### src/rtl/muldiv_unit_pkg.sv
// muldiv_unit_pkg: shared codes for the RV32M multiply/divide unit.
// funct3 operation codes, the R-type opcode / funct7 marker the control unit
// uses to gate start, and the sequencing FSM state type.
`timescale 1ns/1ps
package muldiv_unit_pkg;

    // funct3 codes of the M-extension operations
    localparam logic [2:0] MULDIV_MUL    = 3'b000;
    localparam logic [2:0] MULDIV_MULH   = 3'b001;
    localparam logic [2:0] MULDIV_MULHSU = 3'b010;
    localparam logic [2:0] MULDIV_MULHU  = 3'b011;
    localparam logic [2:0] MULDIV_DIV    = 3'b100;
    localparam logic [2:0] MULDIV_DIVU   = 3'b101;
    localparam logic [2:0] MULDIV_REM    = 3'b110;
    localparam logic [2:0] MULDIV_REMU   = 3'b111;

    // Decode markers: start is only raised for opcode==R_TYPE with funct7==FUNCT7_MULDIV
    localparam logic [6:0] R_TYPE        = 7'b0110011;
    localparam logic [6:0] FUNCT7_MULDIV = 7'b0000001;

    typedef enum logic [1:0] {
        ST_IDLE = 2'd0,
        ST_MUL  = 2'd1,
        ST_DIV  = 2'd2,
        ST_DONE = 2'd3
    } state_t;

endpackage

### src/rtl/muldiv_unit_div_restoring_step.sv
// div_restoring_step: one combinational iteration of restoring division.
// Shifts the next dividend bit into the partial remainder, trial-subtracts the
// divisor and produces the quotient bit plus the restored/updated remainder.
`timescale 1ns/1ps
module div_restoring_step #(
    parameter int unsigned XLEN = 32
) (
    input  logic [XLEN-1:0] i_rem,
    input  logic            i_bit,
    input  logic [XLEN-1:0] i_divisor,
    output logic [XLEN-1:0] o_rem,
    output logic            o_qbit
);

    logic [XLEN:0]   w_shift;
    logic [XLEN-1:0] w_diff;

    // Partial remainder < divisor, so the shifted value is < 2*divisor and the
    // difference always fits XLEN bits; the carry-out bit only feeds the compare.
    always_comb begin
        w_shift = {i_rem, i_bit};
        w_diff  = w_shift[XLEN-1:0] - i_divisor;
        o_qbit  = w_shift[XLEN] | (w_shift[XLEN-1:0] >= i_divisor);
        o_rem   = o_qbit ? w_diff : w_shift[XLEN-1:0];
    end

endmodule

### src/rtl/muldiv_unit.sv
// muldiv_unit: iterative RV32M multiply/divide unit with sequencing FSM.
// Optional build macro MULDIV_FAST_MUL_EN: single-cycle multiply instead of
// the 32-cycle shift-add sequence (divide is iterative in both builds).
`timescale 1ns/1ps
module muldiv_unit
    import muldiv_unit_pkg::*;
#(
    parameter int unsigned XLEN = 32
) (
    input  logic            clk,
    input  logic            rst,
    input  logic            start,
    input  logic [2:0]      funct3,
    input  logic [XLEN-1:0] op_a,
    input  logic [XLEN-1:0] op_b,
    input  logic            flush,
    output logic            busy,
    output logic            stall,
    output logic            done,
    output logic [XLEN-1:0] result
);

    localparam int unsigned CW = $clog2(XLEN);

    state_t            r_state;
    logic              r_busy;
    logic              r_done;
    logic [XLEN-1:0]   r_result;
    logic [CW-1:0]     r_cnt;
    logic [2:0]        r_op;
    logic              r_a_neg;
    logic              r_b_neg;
    logic [XLEN-1:0]   r_a_mag;
    logic [XLEN-1:0]   r_b_mag;
    logic [XLEN-1:0]   r_quot;
    logic [XLEN-1:0]   r_rem;

    logic              w_a_signed;
    logic              w_b_signed;
    logic              w_a_neg;
    logic              w_b_neg;
    logic [XLEN-1:0]   w_a_mag;
    logic [XLEN-1:0]   w_b_mag;
    logic              w_div_zero;
    logic              w_div_ovf;
    logic [XLEN-1:0]   w_special_res;

    logic [XLEN-1:0]   w_rem_next;
    logic              w_qbit;
    logic [XLEN-1:0]   w_quot_next;
    logic [XLEN-1:0]   w_q_final;
    logic [XLEN-1:0]   w_r_final;
    logic [XLEN-1:0]   w_div_res;

    // Operand decode at issue: signedness per op, magnitudes and divide short-cuts
    always_comb begin
        w_a_signed = (funct3 == MULDIV_MUL) | (funct3 == MULDIV_MULH) |
                     (funct3 == MULDIV_MULHSU) | (funct3 == MULDIV_DIV) |
                     (funct3 == MULDIV_REM);
        w_b_signed = (funct3 == MULDIV_MUL) | (funct3 == MULDIV_MULH) |
                     (funct3 == MULDIV_DIV) | (funct3 == MULDIV_REM);
        w_a_neg    = w_a_signed & op_a[XLEN-1];
        w_b_neg    = w_b_signed & op_b[XLEN-1];
        w_a_mag    = w_a_neg ? -op_a : op_a;
        w_b_mag    = w_b_neg ? -op_b : op_b;
        w_div_zero = (op_b == '0);
        w_div_ovf  = ((funct3 == MULDIV_DIV) | (funct3 == MULDIV_REM)) &
                     (op_a == {1'b1, {(XLEN-1){1'b0}}}) & (op_b == '1);
        if (w_div_zero) begin
            w_special_res = ((funct3 == MULDIV_DIV) | (funct3 == MULDIV_DIVU)) ? '1 : op_a;
        end else begin
            w_special_res = (funct3 == MULDIV_DIV) ? op_a : '0;
        end
    end

`ifdef MULDIV_FAST_MUL_EN
    logic signed [XLEN:0]     w_fa;
    logic signed [XLEN:0]     w_fb;
    logic signed [2*XLEN+1:0] w_fprod;
    logic [XLEN-1:0]          w_fast_res;

    // Single-cycle product on sign-extended operands, word selected by op
    always_comb begin
        w_fa       = {w_a_signed & op_a[XLEN-1], op_a};
        w_fb       = {w_b_signed & op_b[XLEN-1], op_b};
        w_fprod    = w_fa * w_fb;
        w_fast_res = (funct3 == MULDIV_MUL) ? w_fprod[XLEN-1:0] : w_fprod[2*XLEN-1:XLEN];
    end
`else
    logic [2*XLEN-1:0] r_acc;
    logic [XLEN:0]     w_mul_sum;
    logic [2*XLEN-1:0] w_acc_next;
    logic [2*XLEN-1:0] w_prod;
    logic [XLEN-1:0]   w_mul_res;

    // Shift-add step: multiplier sits in the low half and shifts out as the product grows
    always_comb begin
        w_mul_sum  = {1'b0, r_acc[2*XLEN-1:XLEN]} + {1'b0, (r_acc[0] ? r_a_mag : '0)};
        w_acc_next = {w_mul_sum, r_acc[XLEN-1:1]};
        w_prod     = (r_a_neg ^ r_b_neg) ? -w_acc_next : w_acc_next;
        w_mul_res  = (r_op == MULDIV_MUL) ? w_prod[XLEN-1:0] : w_prod[2*XLEN-1:XLEN];
    end
`endif

    div_restoring_step #(
        .XLEN (XLEN)
    ) u_div_step (
        .i_rem     (r_rem),
        .i_bit     (r_quot[XLEN-1]),
        .i_divisor (r_b_mag),
        .o_rem     (w_rem_next),
        .o_qbit    (w_qbit)
    );

    // Divide finish: sign-fix quotient/remainder from the final iteration
    always_comb begin
        w_quot_next = {r_quot[XLEN-2:0], w_qbit};
        w_q_final   = (r_a_neg ^ r_b_neg) ? -w_quot_next : w_quot_next;
        w_r_final   = r_a_neg ? -w_rem_next : w_rem_next;
        w_div_res   = ((r_op == MULDIV_REM) | (r_op == MULDIV_REMU)) ? w_r_final : w_q_final;
    end

    // Sequencing FSM with registered busy/done/result
    always_ff @(posedge clk) begin
        if (rst) begin
            r_state  <= ST_IDLE;
            r_busy   <= 1'b0;
            r_done   <= 1'b0;
            r_result <= '0;
            r_cnt    <= '0;
            r_op     <= '0;
            r_a_neg  <= 1'b0;
            r_b_neg  <= 1'b0;
            r_a_mag  <= '0;
            r_b_mag  <= '0;
            r_quot   <= '0;
            r_rem    <= '0;
`ifndef MULDIV_FAST_MUL_EN
            r_acc    <= '0;
`endif
        end else if (flush) begin
            r_state <= ST_IDLE;
            r_busy  <= 1'b0;
            r_done  <= 1'b0;
        end else begin
            case (r_state)
                ST_IDLE: begin
                    r_done <= 1'b0;
                    if (start) begin
                        r_op    <= funct3;
                        r_a_neg <= w_a_neg;
                        r_b_neg <= w_b_neg;
                        r_a_mag <= w_a_mag;
                        r_b_mag <= w_b_mag;
                        r_cnt   <= '0;
                        if (!funct3[2]) begin
`ifdef MULDIV_FAST_MUL_EN
                            r_result <= w_fast_res;
                            r_done   <= 1'b1;
                            r_state  <= ST_DONE;
`else
                            r_acc   <= {{XLEN{1'b0}}, w_b_mag};
                            r_busy  <= 1'b1;
                            r_state <= ST_MUL;
`endif
                        end else if (w_div_zero | w_div_ovf) begin
                            r_result <= w_special_res;
                            r_done   <= 1'b1;
                            r_state  <= ST_DONE;
                        end else begin
                            r_rem   <= '0;
                            r_quot  <= w_a_mag;
                            r_busy  <= 1'b1;
                            r_state <= ST_DIV;
                        end
                    end
                end
`ifndef MULDIV_FAST_MUL_EN
                ST_MUL: begin
                    r_acc <= w_acc_next;
                    r_cnt <= r_cnt + 1'b1;
                    if (r_cnt == '1) begin
                        r_result <= w_mul_res;
                        r_busy   <= 1'b0;
                        r_done   <= 1'b1;
                        r_state  <= ST_DONE;
                    end
                end
`endif
                ST_DIV: begin
                    r_rem  <= w_rem_next;
                    r_quot <= w_quot_next;
                    r_cnt  <= r_cnt + 1'b1;
                    if (r_cnt == '1) begin
                        r_result <= w_div_res;
                        r_busy   <= 1'b0;
                        r_done   <= 1'b1;
                        r_state  <= ST_DONE;
                    end
                end
                ST_DONE: begin
                    r_done  <= 1'b0;
                    r_state <= ST_IDLE;
                end
                default: begin
                    r_busy  <= 1'b0;
                    r_done  <= 1'b0;
                    r_state <= ST_IDLE;
                end
            endcase
        end
    end

    // Output drive; stall also covers the issue cycle before busy rises
    always_comb begin
        busy   = r_busy;
        done   = r_done;
        result = r_result;
        stall  = r_busy | (start & (r_state == ST_IDLE));
    end

endmodule

### config.mk
export PLATFORM = sky130hd
export DESIGN_NAME = muldiv_unit
export DESIGN_NICKNAME = d
export VERILOG_FILES = /design/src/rtl/muldiv_unit_pkg.sv /design/src/rtl/muldiv_unit_div_restoring_step.sv /design/src/rtl/muldiv_unit.sv
export SDC_FILE = /design/constraint.sdc
export NUM_CORES = 1
export LEC_CHECK = 0
export CAP_MARGIN = 25
export CORE_ASPECT_RATIO = 1.5
export CORE_MARGIN = 3
export CORE_UTILIZATION = 35
export DETAILED_ROUTE_END_ITERATION = 7
export GPL_TIMING_DRIVEN = 0
export PLACE_DENSITY_LB_ADDON = 0.08
export SKIP_CTS_REPAIR_TIMING = 1
export SKIP_LAST_GASP = 1
export SLEW_MARGIN = 0
export SYNTH_ARGS = -nofsm -noshare
export SYNTH_HDL_FRONTEND = slang
export SYNTH_SLANG_ARGS = --single-unit
### constraint.sdc
create_clock -name clk -period 13.4 [get_ports clk]
set_input_delay 3.35 -clock clk [delete_from_list [all_inputs] [get_ports clk]]
set_output_delay 3.35 -clock clk [all_outputs]
set_load 0.01 [all_outputs]
==> run summary <==
period utilization: 62.9%
die height: 296 um
Filler Cell Count: 5865
nets: 3059
router iterations before antenna repair: 6
Worst IR Drop VDD: 98.1 uV
Crit Path Class: in2reg
Post-route DRC: 0
Unique masters post-synth: 86
commonest non-fill, non-tap cell in the layout: nor2_1
Reg2Reg Setup Slack: 6.52 ns
WHS Path Cells: 2
DPL Wire Length: 78.4 mm
CP arrival: 8.93 ns
Final GP Congestion: 1.01
Avg WL per Cell: 26.3 um
top fanout value on the critical path: 10
CP max stage delay: 0.81 ns
Final Hold Slack: 0.467 ns
FF/Latch Area: 4760 um2
FFs w/ async S/R, synth: 0%
Slew Viols, Final: 0
min-delay worst type: reg2reg
utilization after layout: 41.1%
Root Buffer: clkbuf_16
via count: 22.0k
setup TNS: 0 ns
Max Cap Viol: 0
Yosys reg bits: 238
Layout Area Growth over Synthesis: 15.2%
Synth area leader: dfxtp_1
unrepaired setup endpoints after global routing: false
syn avg cell area: 7.07 um2
CTS clk-pin slew, worst paths: 0.06 ns
grt total ovfl: 0
min cycle time layout: 8.42 ns
worst clock skew: 0.0189 ns
final WL: 95.5 mm
mapped cell area: 19600 um2
H-tree depth: 1
Ports: 106
row count: 105
Pwr per Cell Area: 103 nW/um2
# port buffers: 102
leakage: 8.37 nW
sequential cell area fraction in the yosys report: 24.3%
Final setup viols: 0
Max Root-Sink Buffers: 3
outcome: finished clean
vias in the first global route: 21.1k
first-pass GRT wire length: 138 mm
synthesized net count: 2925
number of flops mapped to enable cells by yosys: 0
area of the core: 55000 um2
commonest cells after routing, fill and taps aside: nor2_1 (374), nand2_1 (297), a21oi_1 (258)
Hold Vio Cnt, Final: 0
antenna violations before repair: 1
Worst-Skew Late Latency: 0.59 ns
largest net degree at the start of global routing: 14
worst-case reg-to-reg path depth: 21
maximum clock frequency: 119 MHz
relative slew slack: 23.1%
ys flop type: dfxtp_1
Vias/cell: 6.06
Post-Place Worst Slack: 4.55 ns
layout cell share with drive strength beyond 1: 3.51%
number of routed nets with antenna violations: 0
dominant cells by area after synthesis: dfxtp_1 (24%), nor2_1 (7.2%), a21oi_1 (6.6%)
Synth Instances: 2776
CP Capture Type: register
Yosys warnings: 0
multi-input combinational cell area: 13900 um2
CTS Buf Count: 28
Yosys top cell area share: 24.3%
clk sinks: 238
Pwr Total: 0.00233 W
CP max stage cell: nor4_2
die area: 59000 um2
gr usage total: 31.3%
crit-path cells: clkdlybuf4s50_1 -> inv_1 -> ha_1 -> nand2_1 -> nor4_2 -> nand3_1 -> o221ai_1 -> o21ai_1 -> nor2b_1 -> o21ai_1 -> clkbuf_1 -> clkbuf_1 -> a22oi_1 -> nor2_1
final critical-path setup slack: 4.98 ns
CTS tree: yes
required time worst endpoint: 13.91 ns
Starting Density: 35.7%
worst-margin pin slew: 1.15 ns
Critical Path Start Type: input port
Die Wd: 199 um
Initial DRC Count: 2057
synthesized netlist by cell type, types with 9 or more instances:
| library cell | n |
|---|---|
| nor2_1 | 374 |
| nand2_1 | 297 |
| a21oi_1 | 258 |
| dfxtp_1 | 238 |
| o21ai_0 | 179 |
| clkbuf_1 | 167 |
| xnor2_1 | 111 |
| xor2_1 | 94 |
| a211oi_1 | 87 |
| ha_1 | 76 |
| inv_1 | 74 |
| nor3_1 | 64 |
| and2_1 | 61 |
| a22oi_1 | 55 |
| nand3_1 | 52 |
| o31ai_1 | 42 |
| o211ai_1 | 41 |
| o21ai_1 | 33 |
| nand4_1 | 31 |
| a21o_1 | 28 |
| mux2i_1 | 28 |
| or3_1 | 27 |
| a31oi_1 | 25 |
| nor4_1 | 25 |
| nand2b_1 | 18 |
| a311oi_1 | 17 |
| o41ai_1 | 16 |
| and3_1 | 15 |
| or4_1 | 15 |
| nor2b_1 | 14 |
| o21a_1 | 13 |
| a221oi_1 | 12 |
| buf_2 | 12 |
| nor3b_1 | 11 |
| or2_2 | 10 |
| buf_1 | 9 |
stage by stage:
step / instance area, um2 / instances
after CTS: 22600 / 3627
after detailed placement: 21600 / 3575
after global placement: 21500 / 3573
final: 22600 / 3629
after global routing: 22600 / 3627
after floorplan: 19600 / 2776
worst max-delay path: cells and delay by family:
kind	cells	cell delay, ns
compound gates	4	1.37
simple gates	5	1.97
buf+inv	4	2.01
fa+ha+maj	1	0.21
power breakdown:
group	switching, W	total, W	leakage (nW)	internal [W]
logic	0.000449	0.000667	5.93	0.000217
clock network	0.000343	0.000880	0.506	0.000537
registers	0.0000408	0.000785	1.94	0.000744
layout make-up:
class,count,area share (%)
diodes,2,0.0221
plain buffers,189,3.24
clock buffers,37,3.56
clock inverters,15,1.05
inverters,75,1.25
multi-input cells,2274,61.3
flip-flops and latches,238,21.1
well taps,695,3.85
repair buffers,104,4.62
registers in the layout (all words and copies together), names as in the netlist:
name / cells
r_a_neg: 1
done: 1
r_b_neg: 1
r_state: 2
r_acc: 64
r_a_mag: 32
r_quot: 32
r_cnt: 5
result: 32
busy: 1
r_b_mag: 32
r_rem: 32
r_op: 3
kinds of logic after synthesis:
| group | synth area share [%] |
|---|---|
| buffers and inverters | 5.16 |
| XOR/XNOR | 9.15 |
| AND/OR/NAND/NOR | 25.0 |
| AO/OA/AOI/OAI | 29.6 |
| flip-flops | 24.3 |
| multiplexers | 1.77 |
| adder cells (fa/ha/maj) | 5.05 |
per-layer routing:
metal | vias up | part of all wire [%] | GRT usage (%)
li1 | 10317 | - | -
met1 | 10568 | 38 | 35.7
met4 | 0 | 8.9 | 22.0
met5 | - | 0 | 0
met3 | 252 | 4.8 | 2.65
met2 | 867 | 48 | 55.2
path summary, 6_finish.rpt:
path / startpoint / end
worst max-delay path: op_a[0] / r_rem[26]
worst min-delay path: r_cnt[4] / r_cnt[4]
worst max register to register: r_b_mag[19] / result[14]
worst min register to register: r_cnt[4] / r_cnt[4]
Note: power is estimated with default switching activity, not from simulation.
